### config.mk
export PLATFORM = sky130hd
export DESIGN_NAME = avs_mm_crc_engine
export DESIGN_NICKNAME = d
export VERILOG_FILES = /design/src/rtl/crc_pkg.sv /design/src/rtl/crc_byte_step.sv /design/src/rtl/avs_mm_crc_engine.sv
export SDC_FILE = /design/constraint.sdc
export NUM_CORES = 1
export LEC_CHECK = 0
export ABC_AREA = 1
export ABC_CLOCK_PERIOD_IN_PS = 4600
export CELL_PAD_IN_SITES_DETAIL_PLACEMENT = 1
export CELL_PAD_IN_SITES_GLOBAL_PLACEMENT = 1
export CORE_MARGIN = 4
export CORE_UTILIZATION = 49
export CTS_BUF_LIST = sky130_fd_sc_hd__clkbuf_4 sky130_fd_sc_hd__clkbuf_8
export DETAILED_ROUTE_END_ITERATION = 16
export PLACE_DENSITY_LB_ADDON = 0.1
export SLEW_MARGIN = 10
export SYNTH_ARGS = -nofsm -noshare
export SYNTH_HDL_FRONTEND = slang
export SYNTH_SLANG_ARGS = --single-unit
### constraint.sdc
create_clock -name clk -period 4.6 [get_ports clk]
set_input_delay 0.92 -clock clk [delete_from_list [all_inputs] [get_ports clk]]
set_output_delay 0.92 -clock clk [all_outputs]
set_load 0.02 [all_outputs]
### src/rtl/crc_pkg.sv
// crc_pkg: register map, status bit positions, engine states and CRC defaults
package crc_pkg;
   localparam logic [7:0] ADDR_DATA   = 8'h00;
   localparam logic [7:0] ADDR_CTRL   = 8'h01;
   localparam logic [7:0] ADDR_STATUS = 8'h02;
   localparam logic [7:0] ADDR_RESULT = 8'h03;
   localparam logic [7:0] ADDR_INIT   = 8'h04;
   localparam logic [7:0] ADDR_XOROUT = 8'h05;
   localparam int STAT_BUSY  = 0;
   localparam int STAT_FULL  = 1;
   localparam int STAT_LEVEL = 8;
   localparam logic [31:0] POLY_DEF   = 32'hEDB88320;
   localparam logic [31:0] INIT_DEF   = 32'hFFFFFFFF;
   localparam logic [31:0] XOROUT_DEF = 32'hFFFFFFFF;
   typedef enum logic {ST_IDLE, ST_RUN} eng_state_e;
endpackage

### src/rtl/crc_byte_step.sv
// crc_byte_step: one reflected CRC byte update, eight shift/xor iterations
module crc_byte_step import crc_pkg::*; #(
   parameter int          CRC_W = 32,
   parameter logic [31:0] POLY  = POLY_DEF
) (
   input  logic [CRC_W-1:0] crc_in,
   input  logic [7:0]       data,
   output logic [CRC_W-1:0] crc_out
);
   localparam logic [CRC_W-1:0] P = POLY[CRC_W-1:0];
   logic [CRC_W-1:0] c;
   always_comb begin
      c = crc_in ^ CRC_W'(data);
      for (int i = 0; i < 8; i++) c = c[0] ? (c >> 1) ^ P : c >> 1;
      crc_out = c;
   end
endmodule

### src/rtl/avs_mm_crc_engine.sv
// avs_mm_crc_engine: Avalon-MM CRC slave with byte-enabled input FIFO and byte-serial engine
module avs_mm_crc_engine import crc_pkg::*; #(
   parameter int          CRC_W      = 32,
   parameter logic [31:0] POLY       = POLY_DEF,
   parameter logic [31:0] INIT_RST   = INIT_DEF,
   parameter logic [31:0] XOROUT_RST = XOROUT_DEF,
   parameter int          FIFO_DEPTH = 4
) (
   input  logic        clk,
   input  logic        reset_n,
   input  logic [7:0]  avs_address,
   input  logic        avs_read,
   input  logic        avs_write,
   input  logic [31:0] avs_writedata,
   input  logic [3:0]  avs_byteenable,
   output logic [31:0] avs_readdata,
   output logic        avs_readdatavalid,
   output logic        avs_waitrequest
);
   localparam int AW = $clog2(FIFO_DEPTH);
   logic [31:0] fifo_data [FIFO_DEPTH];
   logic [3:0]  fifo_be [FIFO_DEPTH];
   logic [AW:0] wr_ptr, rd_ptr, level;
   logic fifo_empty, fifo_full, busy, wr_ok, rd_ok, push, pop, clear;
   eng_state_e state;
   logic [31:0] word, init_r, xorout_r, status, rdata;
   logic [3:0] mask, low, mask_nx;
   logic [7:0] lane_byte;
   logic [CRC_W-1:0] crc, crc_nx;
   assign level = wr_ptr - rd_ptr;
   assign fifo_empty = level == '0;
   assign fifo_full = level == (AW+1)'(FIFO_DEPTH);
   assign busy = !fifo_empty || state == ST_RUN;
   assign avs_waitrequest = (avs_write && avs_address == ADDR_DATA && fifo_full) ||
                            (avs_read && avs_address == ADDR_RESULT && busy);
   assign wr_ok = avs_write && !avs_waitrequest;
   assign rd_ok = avs_read && !avs_waitrequest;
   assign push = wr_ok && avs_address == ADDR_DATA && |avs_byteenable;
   assign clear = wr_ok && avs_address == ADDR_CTRL && avs_writedata[0];
   // lowest enabled lane goes first; disabled lanes are never visited
   assign low = mask & (~mask + 4'd1);
   assign mask_nx = mask & ~low;
   assign lane_byte = mask[0] ? word[7:0] : mask[1] ? word[15:8] : mask[2] ? word[23:16] : word[31:24];
   assign pop = !fifo_empty && (state == ST_IDLE || mask_nx == '0);
   crc_byte_step #(.CRC_W(CRC_W), .POLY(POLY)) u_step (
      .crc_in  (crc),
      .data    (lane_byte),
      .crc_out (crc_nx)
   );
   always_comb begin
      status = '0;
      status[STAT_BUSY] = busy;
      status[STAT_FULL] = fifo_full;
      status[STAT_LEVEL +: 8] = 8'(level);
      rdata = avs_address == ADDR_STATUS ? status :
              avs_address == ADDR_RESULT ? 32'(crc ^ xorout_r[CRC_W-1:0]) :
              avs_address == ADDR_INIT   ? init_r :
              avs_address == ADDR_XOROUT ? xorout_r : '0;
   end
   always_ff @(posedge clk)
      if (push) begin
         fifo_data[wr_ptr[AW-1:0]] <= avs_writedata;
         fifo_be[wr_ptr[AW-1:0]] <= avs_byteenable;
      end
   always_ff @(posedge clk or negedge reset_n)
      if (!reset_n) begin
         wr_ptr <= '0;
         rd_ptr <= '0;
         state <= ST_IDLE;
         word <= '0;
         mask <= '0;
         crc <= INIT_RST[CRC_W-1:0];
         init_r <= INIT_RST;
         xorout_r <= XOROUT_RST;
         avs_readdata <= '0;
         avs_readdatavalid <= 1'b0;
      end else begin
         avs_readdatavalid <= rd_ok;
         if (rd_ok) avs_readdata <= rdata;
         if (wr_ok && avs_address == ADDR_INIT) init_r <= avs_writedata;
         if (wr_ok && avs_address == ADDR_XOROUT) xorout_r <= avs_writedata;
         if (clear) begin
            wr_ptr <= '0;
            rd_ptr <= '0;
            state <= ST_IDLE;
            mask <= '0;
            crc <= init_r[CRC_W-1:0];
         end else begin
            if (push) wr_ptr <= wr_ptr + (AW+1)'(1);
            if (pop) begin
               rd_ptr <= rd_ptr + (AW+1)'(1);
               word <= fifo_data[rd_ptr[AW-1:0]];
            end
            if (state == ST_RUN) crc <= crc_nx;
            mask <= pop ? fifo_be[rd_ptr[AW-1:0]] : mask_nx;
            state <= (pop || mask_nx != '0) ? ST_RUN : ST_IDLE;
         end
      end
endmodule
==> metrics, run 1 <==
status=completed; clock slew at reported path FFs=approximately 0.06 ns; final setup violating endpoints=0; final instance area=approximately 0.017 mm2; Synth Cell Area=0.01474 mm2; critical path fanouts, max=13; Slew @ Worst Pin=approximately 1.2 ns; CP required=3.68 ns; area delta synth->final=15.73%; critical path type=flip-flop to output pin; worst hold path class=input port to asynchronous set/reset pin; Max-cap violations=0; Total Routed Length=between 40,000 and 50,000 um; fmax=between 0.2 and 0.25 GHz; TritonCTS clock tree=built; largest net degree at the start of global routing=83; YS warnings=0; post-route clock period utilization=92.22%; Synth top area share=between 20 and 30%; Core Region=0.02964 mm2; Die Height=roughly 180 um; wire length per cell=roughly 22 um; Pint=6.883 mW; clk sinks=316; total global routing overflow=0; CTS max path bufs=3; latest clock arrival within the worst-skew pair=0.61 ns; CP Capture Type=output pin; unrepaired setup endpoints after global routing=false; Final HPWL DP=between 30,000 and 40,000 um; die width=roughly 180 um; starting density of the core=49.73%; post-route ant nets=0; Post-Syn Area per Cell=between 9 and 10 um2; Gate Count Post-Synth=approximately 1,500; port bufs=81; Cell Rows=63; clock skew=0.03472 ns; Combinational Power Share=46.2%; CTS Buf Count=between 50 and 60; sequential share of power=between 30 and 40%; global-route wire length before repair=roughly 73,000 um; cell taking the most area after synthesis=edfxtp_1; Tmin final=between 4 and 5 ns; total number of vias=about 12,000; I/O Pins=between 80 and 90; hold buffers post-CTS=0; Area after DPL=between 0.015 and 0.02 mm2; n_diodes=0; routed vias/inst=5.715; DIE AREA=between 0.03 and 0.04 mm2; initial antenna violation count=1; Final Hold Viols=0; Psw=~5.5 mW; drt drc=0; multi-input gate area in the final layout=0.005159 mm2; Worst Path Arrival=roughly 3.3 ns; postcts setup bufs=0; Slew Limit Fails=0; LEAKAGE=between 7 and 8 nW; Synth area leaders=edfxtp_1 (29%), dfstp_2 (17%), dfrtp_1 (13%), nand2_1 (10%), o21ai_0 (5.1%); placer congestion estimate=slightly below 0.9; Slew HR=~22%; register area share after synthesis=59.35%; first-pass iteration count of the detailed router=6; Setup TNS=0 ns; PostCTS Resize Cnt=0; Clock power frac=a little over a fifth; Iter 0 DRT Violations=~710; NumNets Final=roughly 1,700; vias in the first global route=about 13,000; post-synth cell types=50; CTS Root Cell=clkbuf_8; Synth Net Count=approximately 1,600; Clock H-tree levels=2; Worst IR Drop VDD=0.3708 mV; P per Cell Area=between 700 and 800 mW/mm2; Switching Share=about 44%; register area=0.008750 mm2; Fill cells=approximately 3,400; GRT Total Usage=roughly 28%; layout cell share with drive strength beyond 1=about 15%; type of origin of the critical path=flip-flop; #FFs+latches synth=between 300 and 400
-- power groups by stage --
stage	clock (mW)	combinational [mW]	sequential, mW
floorplan	0	4.07	3.83
global placement	0	5.36	4.04
detailed placement	0	5.62	4.06
CTS	2.67	5.70	4.01
global route	2.81	6.43	4.06
finish	2.62	5.70	4.02
-- cells in the final DEF (no fill, tap or decap), drive strengths merged, types with 11 or more instances in the layout --
cell,synthesis,routed
inv,137,138
nor2,90,90
dfrtp,76,76
a21oi,73,73
xor2,54,54
nand2,400,400
dfstp,96,96
clkbuf,46,90
o22ai,19,19
o21ai,152,152
nand3,133,133
buf,30,28
edfxtp,144,144
clkdlybuf4s50,0,80
a32o,25,25
o221ai,14,14
o211ai,11,11
-- per-layer routing --
metal / vias to the layer above / wire length, um / GRT usage (%)
met5: - / 0 / 0
li1: 5391 / - / -
met3: 90 / 2395 / 4.407
met2: 330 / 22740 / 48.10
met4: 0 / 1437 / 9.036
met1: 5990 / 19160 / 36.97
-- sequential cells by signal, summed over array words and instances, names as in the netlist, 4 cells and up --
signal / cells
fifo_data: 128
init_r: 32
xorout_r: 32
mask: 4
word: 32
fifo_be: 16
crc: 32
avs_readdata: 32
-- cell type report --
type,count,share of cell area [%]
Inverter,138,3.037
Clock buffer,90,6.272
Multi-Input combinational cell,1016,30.24
Timing Repair Buffer,108,5.949
Clock inverter,7,0.3448
Tap cell,390,2.861
Sequential cell,316,51.29
-- worst max-delay path: stages (launching register included) --
cell and delay [ns]:
dfrtp_1 0.60, fa_1 0.51, xnor2_1 0.22, xor2_1 0.15, nor2_1 0.23, nand2_1 0.11, and2_4 0.19, inv_2 0.10
clkdlybuf4s50_1 0.62
-- cell usage after synthesis (all sizes together) --
library cell,n
nand2,400
o21ai,152
edfxtp,144
inv,137
nand3,133
dfstp,96
nor2,90
dfrtp,76
a21oi,73
xor2,54
clkbuf,46
buf,30
a32o,25
o22ai,19
o221ai,14
o211ai,11
xnor2,8
ha,6
or2,6
nor3,5
nand3b,4
a21boi,3
a221oi,3
a211oi,2
a31oi,1
and2,1
clkinv,1
fa,1
nand4,1
nor4,1
o2111ai,1
o21a,1
o31ai,1
-- logic make-up (layout without fill, tap and decap cells) --
family / count (synthesis) / in the layout / share of synthesized area, %
buffers and inverters: 214 / 343 / 5.883
AOI/OAI and AO/OA: 306 / 306 / 12.17
DFF: 316 / 316 / 59.35
adders and majority gates: 7 / 7 / 0.6452
xor gates and xnor gates: 62 / 62 / 3.786
and+or+nand+nor: 641 / 641 / 18.16
-- worst paths after layout --
| kind | start | to | slack [ns] | cells past startpoint |
|---|---|---|---|---|
| min reg2reg | init_r[7] | init_r[7] | 0.48 | 2 |
| min | reset_n | avs_readdata[1] | 0.40 | 1 |
| max in group asynchronous | reset_n | word[3] | 3.28 | 2 |
| max | rd_ptr[1] | avs_waitrequest | 0.36 | 8 |
| max reg2reg | rd_ptr[1] | fifo_data[3][25] | 0.99 | 9 |
| min in group clk | init_r[7] | init_r[7] | 0.48 | 2 |
-- metrics by stage --
step,setup WS (ns),std cells,power (mW),hold WS [ns],utilization (%)
5_1_grt,0.1753,2065,13.30,0.4357,57.55
2_1_floorplan,0.6094,1546,7.901,0.4504,-
3_5_place_dp,0.5987,1968,9.678,0.4706,53.74
3_3_place_gp,0.6614,1968,9.404,0.4602,53.74
6_report,0.3580,2065,12.35,0.3970,57.55
4_1_cts,0.3126,2065,12.39,0.4083,57.55
No activity file was read; power rests on OpenSTA's default activity.
==> run 2, diff against run 1 <==
CELL_PAD_IN_SITES_DETAIL_PLACEMENT = 0   (was 1)
CELL_PAD_IN_SITES_GLOBAL_PLACEMENT = 2   (was 1)
CORE_UTILIZATION = 40   (was 49)
PLACE_DENSITY = 0.86   (was not set)
PLACE_DENSITY_LB_ADDON = not set   (was 0.1)
==> metrics, run 2 (synthesized netlist as in run 1, its figures left out) <==
die width=200.0 um (was 181.4 um); Die Height=200.0 um (was 181.4 um); GRT Total Usage=21.75% (was 28.09%); r2r startpoint=wr_ptr[0] (was rd_ptr[1]); Crit-path slowest cell=clkdlybuf4s50_1 (unchanged); initial antenna violation count=4 (was 1); first element of the critical path=wr_ptr[0] (was rd_ptr[1]); NumNets Final=1,690 (was 1,687); Iter 0 DRT Violations=706 (was 707); DIE AREA=0.03998 mm2 (was 0.03292 mm2); worst-path cell chain=inv_1, ha_1, fa_1, xnor2_1, xor2_1, nand3_1, nand2_1, and2_4, inv_2, clkdlybuf4s50_1 (was fa_1, xnor2_1, xor2_1, nor2_1, nand2_1, and2_4, inv_2, clkdlybuf4s50_1); CP required=3.68 ns (about the same); Final Hold Viols=0 (unchanged); status=completed (unchanged); unrepaired setup endpoints after global routing=false (unchanged); clock slew at reported path FFs=0.06 ns (about the same); max reg flops=128 (unchanged); commonest non-fill, non-tap cell in the layout=nand2_1 (unchanged); Cell Rows=70 (was 63); post-route ant nets=0 (unchanged); wire length per cell=19.97 um (was 22.15 um); total number of vias=11,210 (was 11,800); Clock H-tree levels=2 (unchanged); most frequent cells in the layout=nand2_1 (394), o21ai_0 (149), edfxtp_1 (144) (unchanged); port bufs=81 (unchanged); Finished Core Util=47.17% (was 57.55%); Setup TNS=0 ns (unchanged); critical path type=flip-flop to output pin (unchanged); worst hold path class=input port to asynchronous set/reset pin (unchanged); Slew HR=23.47% (was 21.99%); hold buffers post-CTS=0 (unchanged); clk sinks=316 (unchanged); Worst Path Arrival=3.28 ns (was 3.32 ns); layout cell share with drive strength beyond 1=14.87% (was 14.81%); post-route clock period utilization=91.24% (was 92.22%); Max-cap violations=0 (unchanged); drt drc=0 (unchanged); I/O Pins=82 (unchanged); Worst IR Drop VDD=0.2943 mV (was 0.3708 mV); type of origin of the critical path=flip-flop (unchanged); Tmin final=4.197 ns (was 4.242 ns); starting density of the core=40.45% (was 49.73%); Core Region=0.03643 mm2 (was 0.02964 mm2); CTS max path bufs=3 (unchanged); largest net degree at the start of global routing=86 (was 83); routed vias/inst=5.207 (was 5.715); LEAKAGE=7.337 nW (was 7.321 nW); Slowest Stage Delay on Critical Path=0.54 ns (was 0.62 ns); CP Capture Type=output pin (unchanged); CTS Buf Count=54 (was 52); CTS Root Cell=clkbuf_8 (unchanged); total global routing overflow=0 (unchanged); Final HPWL DP=28,570 um (was 31,190 um); final setup violating endpoints=0 (unchanged); area delta synth->final=16.60% (was 15.73%); placer congestion estimate=0.8852 (was 0.8917); first-pass iteration count of the detailed router=7 (was 6); clock skew=0.04445 ns (was 0.03472 ns); fmax=0.2383 GHz (was 0.2357 GHz); Slew Limit Fails=0 (unchanged); PostCTS Resize Cnt=0 (unchanged); P per Cell Area=699.9 mW/mm2 (was 723.8 mW/mm2); latest clock arrival within the worst-skew pair=0.64 ns (was 0.61 ns); global-route wire length before repair=66,100 um (was 72,960 um); Slew @ Worst Pin=1.148 ns (was 1.170 ns); vias in the first global route=11,110 (was 12,810); Total Routed Length=42,980 um (was 45,730 um); critical path fanouts, max=5 (was 13); TritonCTS clock tree=built (unchanged); worst reg2reg path depth=11 (was 9); postcts setup bufs=0 (unchanged)
[run 2: changes by cell type in the layout (fill, tap and decap cells not counted), moves of 2 or more]
cell / before / now
clkinv_1: 2 / 6
diode_2: 0 / 3
inv_6: 0 / 2
clkinv_2: 3 / 7
buf_12: 0 / 2
[run 2: through the flow]
step           total power, mW  area (um2)  setup slack [ns]  instances  hold slack (ns)
6_report                 12.03       17190            0.4029       2152           0.3606
5_1_grt                  13.07       17180            0.2005       2151           0.3961
4_1_cts                  12.14       17180            0.3763       2149           0.3753
3_5_place_dp             9.500       16060            0.5742       2047           0.4632
3_3_place_gp             9.413       16060            0.6770       2047           0.4616
2_1_floorplan            7.901       14740            0.6094       1546           0.4504
[run 2: worst paths after layout]
path | slack (ns) | endpoint
setup / recovery | 0.40 | avs_waitrequest
hold / removal | 0.36 | word[1]
setup reg to reg | 0.81 | fifo_data[3][5]
hold reg to reg | 0.47 | init_r[29]
max in group asynchronous | 3.19 | init_r[24]
min in group clk | 0.47 | init_r[29]
[run 2: cell type report]
cell class                      instances  area (um2)
Fill cell                            3463       19250
Tap cell                              468       585.6
Antenna cell                            3       7.507
Timing Repair Buffer                  109        1047
Multi-Input combinational cell       1016        5159
Clock inverter                         14       71.32
Inverter                              138       518.0
Clock buffer                           88        1049
Sequential cell                       316        8750
[run 2: worst max-delay path, delay by kind of cell, from the launching register on]
family                   cells  cell delay (ns)
XOR/XNOR                     2             0.50
adder cells (fa/ha/maj)      2             0.61
buffers and inverters        3             0.72
flip-flops                   1             0.38
AND/OR/NAND/NOR              3             0.43
[run 2: metal layers]
layer	track usage [%]	share of wire [%]
met1	29.61	45
met2	36.04	49
met3	3.541	4.5
met4	6.767	2.3
met5	0	0
[run 2: where the power goes]
group / switching, mW / internal (mW) / leakage (nW)
logic: 3.62 / 1.83 / 3.46
registers: 0.421 / 3.56 / 3.27
clock network: 1.15 / 1.44 / 0.610
